`config.mk`:
```
export PLATFORM = sky130hd
export DESIGN_NAME = video_tpg
export DESIGN_NICKNAME = d
export VERILOG_FILES = /design/src/rtl/video_tpg.sv
export SDC_FILE = /design/constraint.sdc
export NUM_CORES = 1
export LEC_CHECK = 0
export CAP_MARGIN = 10
export CORE_ASPECT_RATIO = 1.2
export CORE_UTILIZATION = 50
export DETAILED_ROUTE_END_ITERATION = 6
export GPL_ROUTABILITY_DRIVEN = 0
export PLACE_DENSITY = 0.74
export SYNTH_ARGS = -nofsm -noshare
export SYNTH_HDL_FRONTEND = slang
export SYNTH_SLANG_ARGS = --single-unit
```
`constraint.sdc`:
```
create_clock -name clk_i -period 4.7 [get_ports clk_i]
set_clock_uncertainty 0.1 [all_clocks]
set_input_delay 0.47 -clock clk_i [delete_from_list [all_inputs] [get_ports clk_i]]
set_output_delay 0.47 -clock clk_i [all_outputs]
set_load 0.05 [all_outputs]
```
`src/rtl/video_tpg.sv`:
```
// Purpose: video timing + test pattern generator (solid, colour bars, gradient, checker).
// Latency: one cycle from counter state (h,v) to every registered output.
// Backpressure: none; free-running while en_i=1, parked at (0,0) with outputs low when en_i=0.
module video_tpg #(
    parameter int H_WIDTH  = 1920,
    parameter int H_START  = 2008,
    parameter int H_SYNC   = 44,
    parameter int H_TOTAL  = 2200,
    parameter int V_HEIGHT = 1080,
    parameter int V_START  = 1084,
    parameter int V_SYNC   = 5,
    parameter int V_TOTAL  = 1125,
    parameter int KH       = 30,
    parameter int KV       = 30
) (
    input  logic        clk_i,
    input  logic        rst_i,
    input  logic        en_i,
    input  logic [1:0]  pattern_i,
    input  logic [23:0] color_i,
    output logic        vout_hs_o,
    output logic        vout_vs_o,
    output logic        vout_de_o,
    output logic [23:0] vout_data_o,
    output logic        frame_start_o,
    output logic [15:0] frame_cnt_o
);

    localparam int HW    = $clog2(H_TOTAL);
    localparam int VW    = $clog2(V_TOTAL);
    localparam int BAR_W = H_WIDTH / 8;

    // run stays low for the first enabled cycle after reset so pixel (0,0)
    // emerges on the second rising edge after reset release.
    logic          run;
    logic [HW-1:0] h;
    logic [VW-1:0] v;
    logic [15:0]   tile_hx;
    logic [15:0]   tile_vy;
    logic          tx;
    logic          ty;
    logic [15:0]   bar_px;
    logic [2:0]    bar_idx;
    logic [1:0]    pat_q;
    logic [23:0]   col_q;

    logic          adv;
    logic          h_last;
    logic          v_last;
    logic          at_origin;
    logic [1:0]    pat_cur;
    logic [23:0]   col_cur;
    logic          de_n;
    logic          hs_n;
    logic          vs_n;
    logic [7:0]    grad;
    logic [23:0]   pix;

    // Decode the current counter position; at (0,0) the live inputs are used
    // directly so the first pixel of a frame already reflects the new selection.
    always_comb begin
        adv       = en_i & run;
        h_last    = (32'(h) == H_TOTAL - 1);
        v_last    = (32'(v) == V_TOTAL - 1);
        at_origin = (h == '0) && (v == '0);
        pat_cur   = at_origin ? pattern_i : pat_q;
        col_cur   = at_origin ? color_i : col_q;
        de_n      = (32'(h) < H_WIDTH) && (32'(v) < V_HEIGHT);
        hs_n      = (32'(h) >= H_START) && (32'(h) < H_START + H_SYNC);
        vs_n      = (32'(v) >= V_START) && (32'(v) < V_START + V_SYNC);
        grad      = 8'(h);
        case (pat_cur)
            2'd0:    pix = col_cur;
            // Bar colour bits: R off for odd pairs, G off for the second half, B off for odd bars.
            2'd1:    pix = {{8{~bar_idx[1]}}, {8{~bar_idx[2]}}, {8{~bar_idx[0]}}};
            2'd2:    pix = {grad, grad, grad};
            default: pix = (tx ^ ty) ? 24'h000000 : 24'hFFFFFF;
        endcase
        if (!de_n) begin
            pix = 24'h000000;
        end
    end

    // Raster, tile and bar counters; parked at (0,0) while disabled.
    always_ff @(posedge clk_i or posedge rst_i) begin
        if (rst_i) begin
            run     <= 1'b0;
            h       <= '0;
            v       <= '0;
            tile_hx <= '0;
            tile_vy <= '0;
            tx      <= 1'b0;
            ty      <= 1'b0;
            bar_px  <= '0;
            bar_idx <= '0;
        end else if (!en_i) begin
            h       <= '0;
            v       <= '0;
            tile_hx <= '0;
            tile_vy <= '0;
            tx      <= 1'b0;
            ty      <= 1'b0;
            bar_px  <= '0;
            bar_idx <= '0;
        end else if (!run) begin
            run <= 1'b1;
        end else if (h_last) begin
            h       <= '0;
            tile_hx <= '0;
            tx      <= 1'b0;
            bar_px  <= '0;
            bar_idx <= '0;
            if (v_last) begin
                v       <= '0;
                tile_vy <= '0;
                ty      <= 1'b0;
            end else begin
                v <= v + 1'b1;
                if (tile_vy == 16'(KV - 1)) begin
                    tile_vy <= '0;
                    ty      <= ~ty;
                end else begin
                    tile_vy <= tile_vy + 1'b1;
                end
            end
        end else begin
            h <= h + 1'b1;
            if (tile_hx == 16'(KH - 1)) begin
                tile_hx <= '0;
                tx      <= ~tx;
            end else begin
                tile_hx <= tile_hx + 1'b1;
            end
            if (bar_px == 16'(BAR_W - 1)) begin
                bar_px  <= '0;
                bar_idx <= bar_idx + 1'b1;
            end else begin
                bar_px <= bar_px + 1'b1;
            end
        end
    end

    // Latch pattern and colour once per frame at the origin pixel.
    always_ff @(posedge clk_i or posedge rst_i) begin
        if (rst_i) begin
            pat_q <= '0;
            col_q <= '0;
        end else if (adv && at_origin) begin
            pat_q <= pattern_i;
            col_q <= color_i;
        end
    end

    // Registered video outputs and completed-frame counter.
    always_ff @(posedge clk_i or posedge rst_i) begin
        if (rst_i) begin
            vout_hs_o     <= 1'b0;
            vout_vs_o     <= 1'b0;
            vout_de_o     <= 1'b0;
            vout_data_o   <= '0;
            frame_start_o <= 1'b0;
            frame_cnt_o   <= '0;
        end else if (!adv) begin
            vout_hs_o     <= 1'b0;
            vout_vs_o     <= 1'b0;
            vout_de_o     <= 1'b0;
            vout_data_o   <= '0;
            frame_start_o <= 1'b0;
        end else begin
            vout_hs_o     <= hs_n;
            vout_vs_o     <= vs_n;
            vout_de_o     <= de_n;
            vout_data_o   <= pix;
            frame_start_o <= at_origin;
            if (h_last && v_last) begin
                frame_cnt_o <= frame_cnt_o + 1'b1;
            end
        end
    end

endmodule

```
; Yosys cells after proc, flatten, opt, wreduce, memory -nomap -nowiden
; Cells that the tools add are included.
[word_totals]
register_bits = 147
latch_bits = 0
mem_bits_rw = 0
romBits = 0
in_bits = 29
n_memories = 0
[op_classes]
addsub = 7
n_mul = 0
div = 0
order_cmp = 6
eq_ne = 12
shift = 0
mux = 43
bitwise = 7
reduce_logical = 14
[ops]
columns = operator, n
row1 = 16-bit two-way mux, 13
row2 = 24-bit two-way mux, 4
row3 = 24-bit one-hot mux with 3 select lines, 1
row4 = "16-bit by 1-bit adder with 16-bit output, second input constant", 4
row5 = 11-bit two-way mux, 4
row6 = 12-bit two-way mux, 3
row7 = "16-bit by 5-bit equality test with 1-bit output, second input constant", 2
row8 = "11-bit less-than comparator, second input constant", 2
row9 = "16-bit by 8-bit equality test with 1-bit output, second input constant", 1
row10 = 1-bit two-way mux, 13
row11 = "12-bit by 1-bit adder with 12-bit output, second input constant", 1
row12 = "12-bit equality test, second input constant", 1
row13 = "12-bit by 11-bit greater-or-equal comparator with 1-bit output, second input constant", 1
row14 = 12-bit zero test, 1
row15 = "12-bit by 11-bit less-than comparator with 1-bit output, second input constant", 1
row16 = "12-bit less-than comparator, second input constant", 1
row17 = 3-bit two-way mux, 4
row18 = "11-bit by 1-bit adder with 11-bit output, second input constant", 1
row19 = "11-bit equality test, second input constant", 1
row20 = "11-bit greater-or-equal comparator, second input constant", 1
row21 = 11-bit zero test, 1
row22 = "3-bit by 1-bit inequality test with 1-bit output, second input constant", 3
row23 = 2-bit AND reduction, 4
row24 = 1-bit logical AND, 6
row25 = other kinds (10), 15

; Depth between registers and ports, before layout
[depth]
depth_word = 7
mapped_depth = 10
ltp_nobuf = 8

; Worst setup path after synthesis
; OpenSTA, ideal clock, no wires.
[synth_path]
kind = reg2reg
from = reg v[0]
to = reg vout_data_o[15]
arrival_time_ns = 2.152
required_ns = 4.466
path_slack_ns = 2.314
stages_incl_launch_ff = 10
n_path_buf = 1
period_less_slack_ns = 2.386
path_cell_list = dfrtp_1 > inv_1 > ha_1 > nand2b_4 > nor4b_1 > and4_4 > mux2_2 > o21ai_1 > buf_2 > a31oi_1
[synth_between]
elab_chain_cells = 7
word_cells_on_any_way = 12
[synth_rtl]
columns = item, line
row1 = start: declaration, 37  ; logic [VW-1:0] v;
row2 = start signal: assignment, 118  ; v <= v + 1'b1;
row3 = 11-bit zero test, 65  ; at_origin = (h == '0) && (v == '0);
row4 = 1-bit logical AND, 65
row5 = 2-bit two-way mux, 66  ; pat_cur = at_origin ? pattern_i : pat_q;
row6 = 2-bit equality test (tied with other cells), 72  ; case (pat_cur)
row7 = 24-bit one-hot mux with 3 select lines, 72
row8 = 24-bit two-way mux *, 79  ; if (!de_n) begin
row9 = 24-bit two-way mux *, 163  ; end else if (!adv) begin
row10 = end signal: assignment, 173  ; vout_data_o <= pix;
row11 = end: declaration, 24  ; output logic [23:0] vout_data_o,
; Mark *: on every way between the ends. The rest lies on a longest branch, timed or not.
; A chain may end at the register's enable or synchronous reset.

; Worst setup path after layout
[layout_path]
from = reg v[0]
to = reg col_q[23]
[layout_between]
elab_chain_cells = 3
[layout_rtl]
columns = item, line
row1 = 11-bit zero test, 65
row2 = 1-bit logical AND, 65
row3 = 1-bit logical AND, 148  ; end else if (adv && at_origin) begin
row4 = end signal: assignment, 150  ; col_q <= color_i;
row5 = end: declaration, 45  ; logic [23:0] col_q;
; No other way between the ends.

==> reports/metrics.csv <==
stage;metric;value;unit
synth;Post-synth top flop;dfrtp_1;
routing;Routed Antenna Nets;0;
floorplan;Die ar.;14600;um^2
critical_path;Crit Path Class;reg2reg;
place;count of input and output buffers;72;
routing;DRC violations left;0;
outcome;status;completed;
routing;WL per Instance;16.3;um
clock_tree;clk slew on worst S/H paths;0.06;ns
floorplan;CORE AREA;13800;um^2
synth;part of the Yosys area used for sequential elements;0.519;
place;placed cell count;956;
clock_tree;CTS tree;yes;
synth;Post-Syn Area;7080;um^2
clock_tree;post-CTS setup buffer count;0;
place;hpwl dp;11000;um
global_routing;initial antenna violation count;0;
clock_tree;CTS Sinks;147;
timing;Setup violations, final;0;
clock_tree;hold_buf cts;0;
synth;Post-Synth Simple-Gate Area;0.253;
final_layout;final std cells w/o fill;988;
floorplan;I/O pin count;73;
power;PnR Total Power;4.01;mW
worst_hold_path;HP Class;reg2reg;
synth;Yosys reg bits;147;
synth;XOR/XNOR Fraction of Synth Area;0.0754;
synth;adder-cell share of the synthesized area;0.0194;
global_routing;vias in the first global route;5604;
floorplan;site row count;47;
final_layout;Area Overhead vs Synth;20.5;%
timing;hold slack;0.356;ns
timing;RSZ-0062 raised after global routing;false;
synth;Syn Inst Count;741;
critical_path;flop2flop setup slack;1.23;ns
power;Worst IR Drop VDD;0.400;mV
final_layout;Core Util, Final;0.617;
routing;initial drt markers;474;
synth;Synth Area in Compound Gates;0.0889;
final_layout;share of cells above drive strength 1;0.0636;
floorplan;starting density of the core;0.513;
final_layout;Non-Filler Cell Area, Final;8530;um^2
timing;final worst slack;1.23;ns
final_layout;antenna cells;0;
timing;final setup TNS;0;ns
timing;fin. max-slew vios;0;
critical_path;CP Data Arrival Time;3.74;ns
routing;Via-to-Cell Ratio;5.80;
synth;Post-Synthesis Net Count;781;
clock_tree;H-tree lvl count;4;
clock_tree;Clock Latency Late Sink;0.43;ns
critical_path;Worst Path Max Fanout;27;
clock_tree;Inserted Clock Buffers;17;
critical_path;Critical Path RT;4.97;ns
run;Max-Cap Viols;0;
critical_path;Worst Setup Start Kind;register;
power;PD cells;470;nW/um^2
routing;number of detailed-route iterations in the first pass;5;
global_routing;Global Route Usage Sum;0.233;
global_routing;gr ovfl total;0;
clock_tree;# resized after CTS;0;
timing;min Tclk post-route;3.47;ns
global_routing;first-pass GRT wire length;27500;um
place;placed inst area;7910;um^2
global_routing;largest net degree at the start of global routing;123;
routing;vias;5728;
clock_tree;Clock Tree Buf Depth;2;
critical_path;CP Capture Type;register;
place;pre-CTS WS;1.29;ns
synth;mux share of post-synthesis cell area;0.0147;
synth;Post-synth EDFFs;0;
synth;largest family of logic cells by synthesized area;simple AND/OR/NAND/NOR gates;
power;Pleak;3.81;nW
clock_tree;clk root buf;clkbuf_16;
timing;final hold viol count;0;
timing;Slew headroom;0.159;
floorplan;Die Y;132;um
timing;fmax;288;MHz
synth;Distinct cells, synth;50;
timing;part of the cycle the worst path needs;0.738;
synth;async set-reset flop share out of synthesis;1.00;
synth;Mean Syn Cell Area;9.56;um^2
timing;Least-Margin Pin Slew;1.26;ns
floorplan;chip width;111;um
final_layout;Nets;844;
synth;YS warnings;0;
routing;drt total wl;16200;um
worst paths after layout:
check | cells after the start | endpoint | from
max | 8 | col_q[23]$_DFFE_PP0P_ | v[0]$_DFFE_PP0P_
min | 2 | col_q[5]$_DFFE_PP0P_ | col_q[5]$_DFFE_PP0P_
max reg2reg | 8 | col_q[23]$_DFFE_PP0P_ | v[0]$_DFFE_PP0P_
min reg2reg | 2 | col_q[5]$_DFFE_PP0P_ | col_q[5]$_DFFE_PP0P_
max in group asynchronous | 3 | col_q[9]$_DFFE_PP0P_ | rst_i
min in group asynchronous | 2 | tile_vy[3]$_DFFE_PP0P_ | rst_i
where the power goes:
group / total, mW / switching, mW / internal, mW
clock network: 1.44 / 0.539 / 0.900
logic: 0.996 / 0.659 / 0.337
registers: 1.57 / 0.107 / 1.47
flip-flops by register name, summed over array words and instances (netlist names), 2 cells and up:
name and cells:
v 11, tile_vy 16, vout_data_o 24, frame_cnt_o 16
bar_px 16, pat_q 2, h 12, col_q 24
tile_hx 16, bar_idx 3
worst max-delay path: stages (launching register included):
cell and delay (ns):
dfrtp_1 0.43, inv_1 0.08, ha_1 0.20, nand2b_4 0.08, nor4b_1 0.34, nand4_1 0.75, nor2_2 1.13, nand2_1 0.17
nand2_1 0.11
metal layers:
layer / global-route usage / routed length (um) / share of wire / vias up
met5: 0 / 0 / 0 / -
met4: 0.0941 / 350 / 0.022 / 0
met3: 0.0510 / 733 / 0.045 / 31
met2: 0.389 / 8220 / 0.51 / 196
met1: 0.296 / 6860 / 0.42 / 2782
li1: - / - / - / 2719
layout by cell type (no fill, tap or decap), drive strengths merged, types with 7 or more instances in the layout:
cell type        n
dfrtp          147
nand2          132
clkdlybuf4s50   72
nor2            68
a31oi           49
and3            42
nand3           35
xor2            32
xnor2           29
o21ai           29
nand4           28
clkbuf          19
inv             15
nor3            14
ha              11
a21oi           10
nor4             9
mux2i            7
layout make-up:
class                   count  area (um^2)
clock buffers              19          443
clock inverters            13          183
fillers                  1135         5290
inverters                  14         57.6
multi-input cells         547         3200
flip-flops and latches    147         3680
well taps                 171          214
repair buffers             77          758
logic make-up (layout without fill, tap and decap cells):
kind of cell	Yosys count	count (layout)
AO/OA/AOI/OAI	104	104
XOR/XNOR	61	61
adder cells (fa/ha/maj)	11	11
buffers and inverters	47	123
flip-flops	147	147
multiplexers	10	10
AND/OR/NAND/NOR	361	361
cell usage after synthesis, types with 2 or more instances:
master	number	area, um^2
dfrtp_1	147	3680
nand2_1	132	495
nor2_1	67	251
a31oi_1	49	307
and3_1	42	263
nand3_1	35	175
xor2_1	32	280
xnor2_1	29	254
nand4_1	27	169
o21ai_0	27	135
clkbuf_1	16	60.1
buf_2	14	70.1
inv_1	14	52.6
nor3_1	14	70.1
ha_1	11	138
a21oi_1	9	45.0
mux2i_1	7	70.1
nor4b_1	6	52.6
or3_1	6	37.5
nor4_1	5	31.3
and4_1	4	35.0
nor2b_1	4	25.0
o31ai_1	4	30.0
a21o_1	3	22.5
and2_1	3	18.8
mux2_2	3	33.8
nand2b_1	3	18.8
o22ai_1	3	18.8
nor4_2	2	25.0
nor4_4	2	42.5
o21a_1	2	15.0
(Power assumes the default switching activity.)
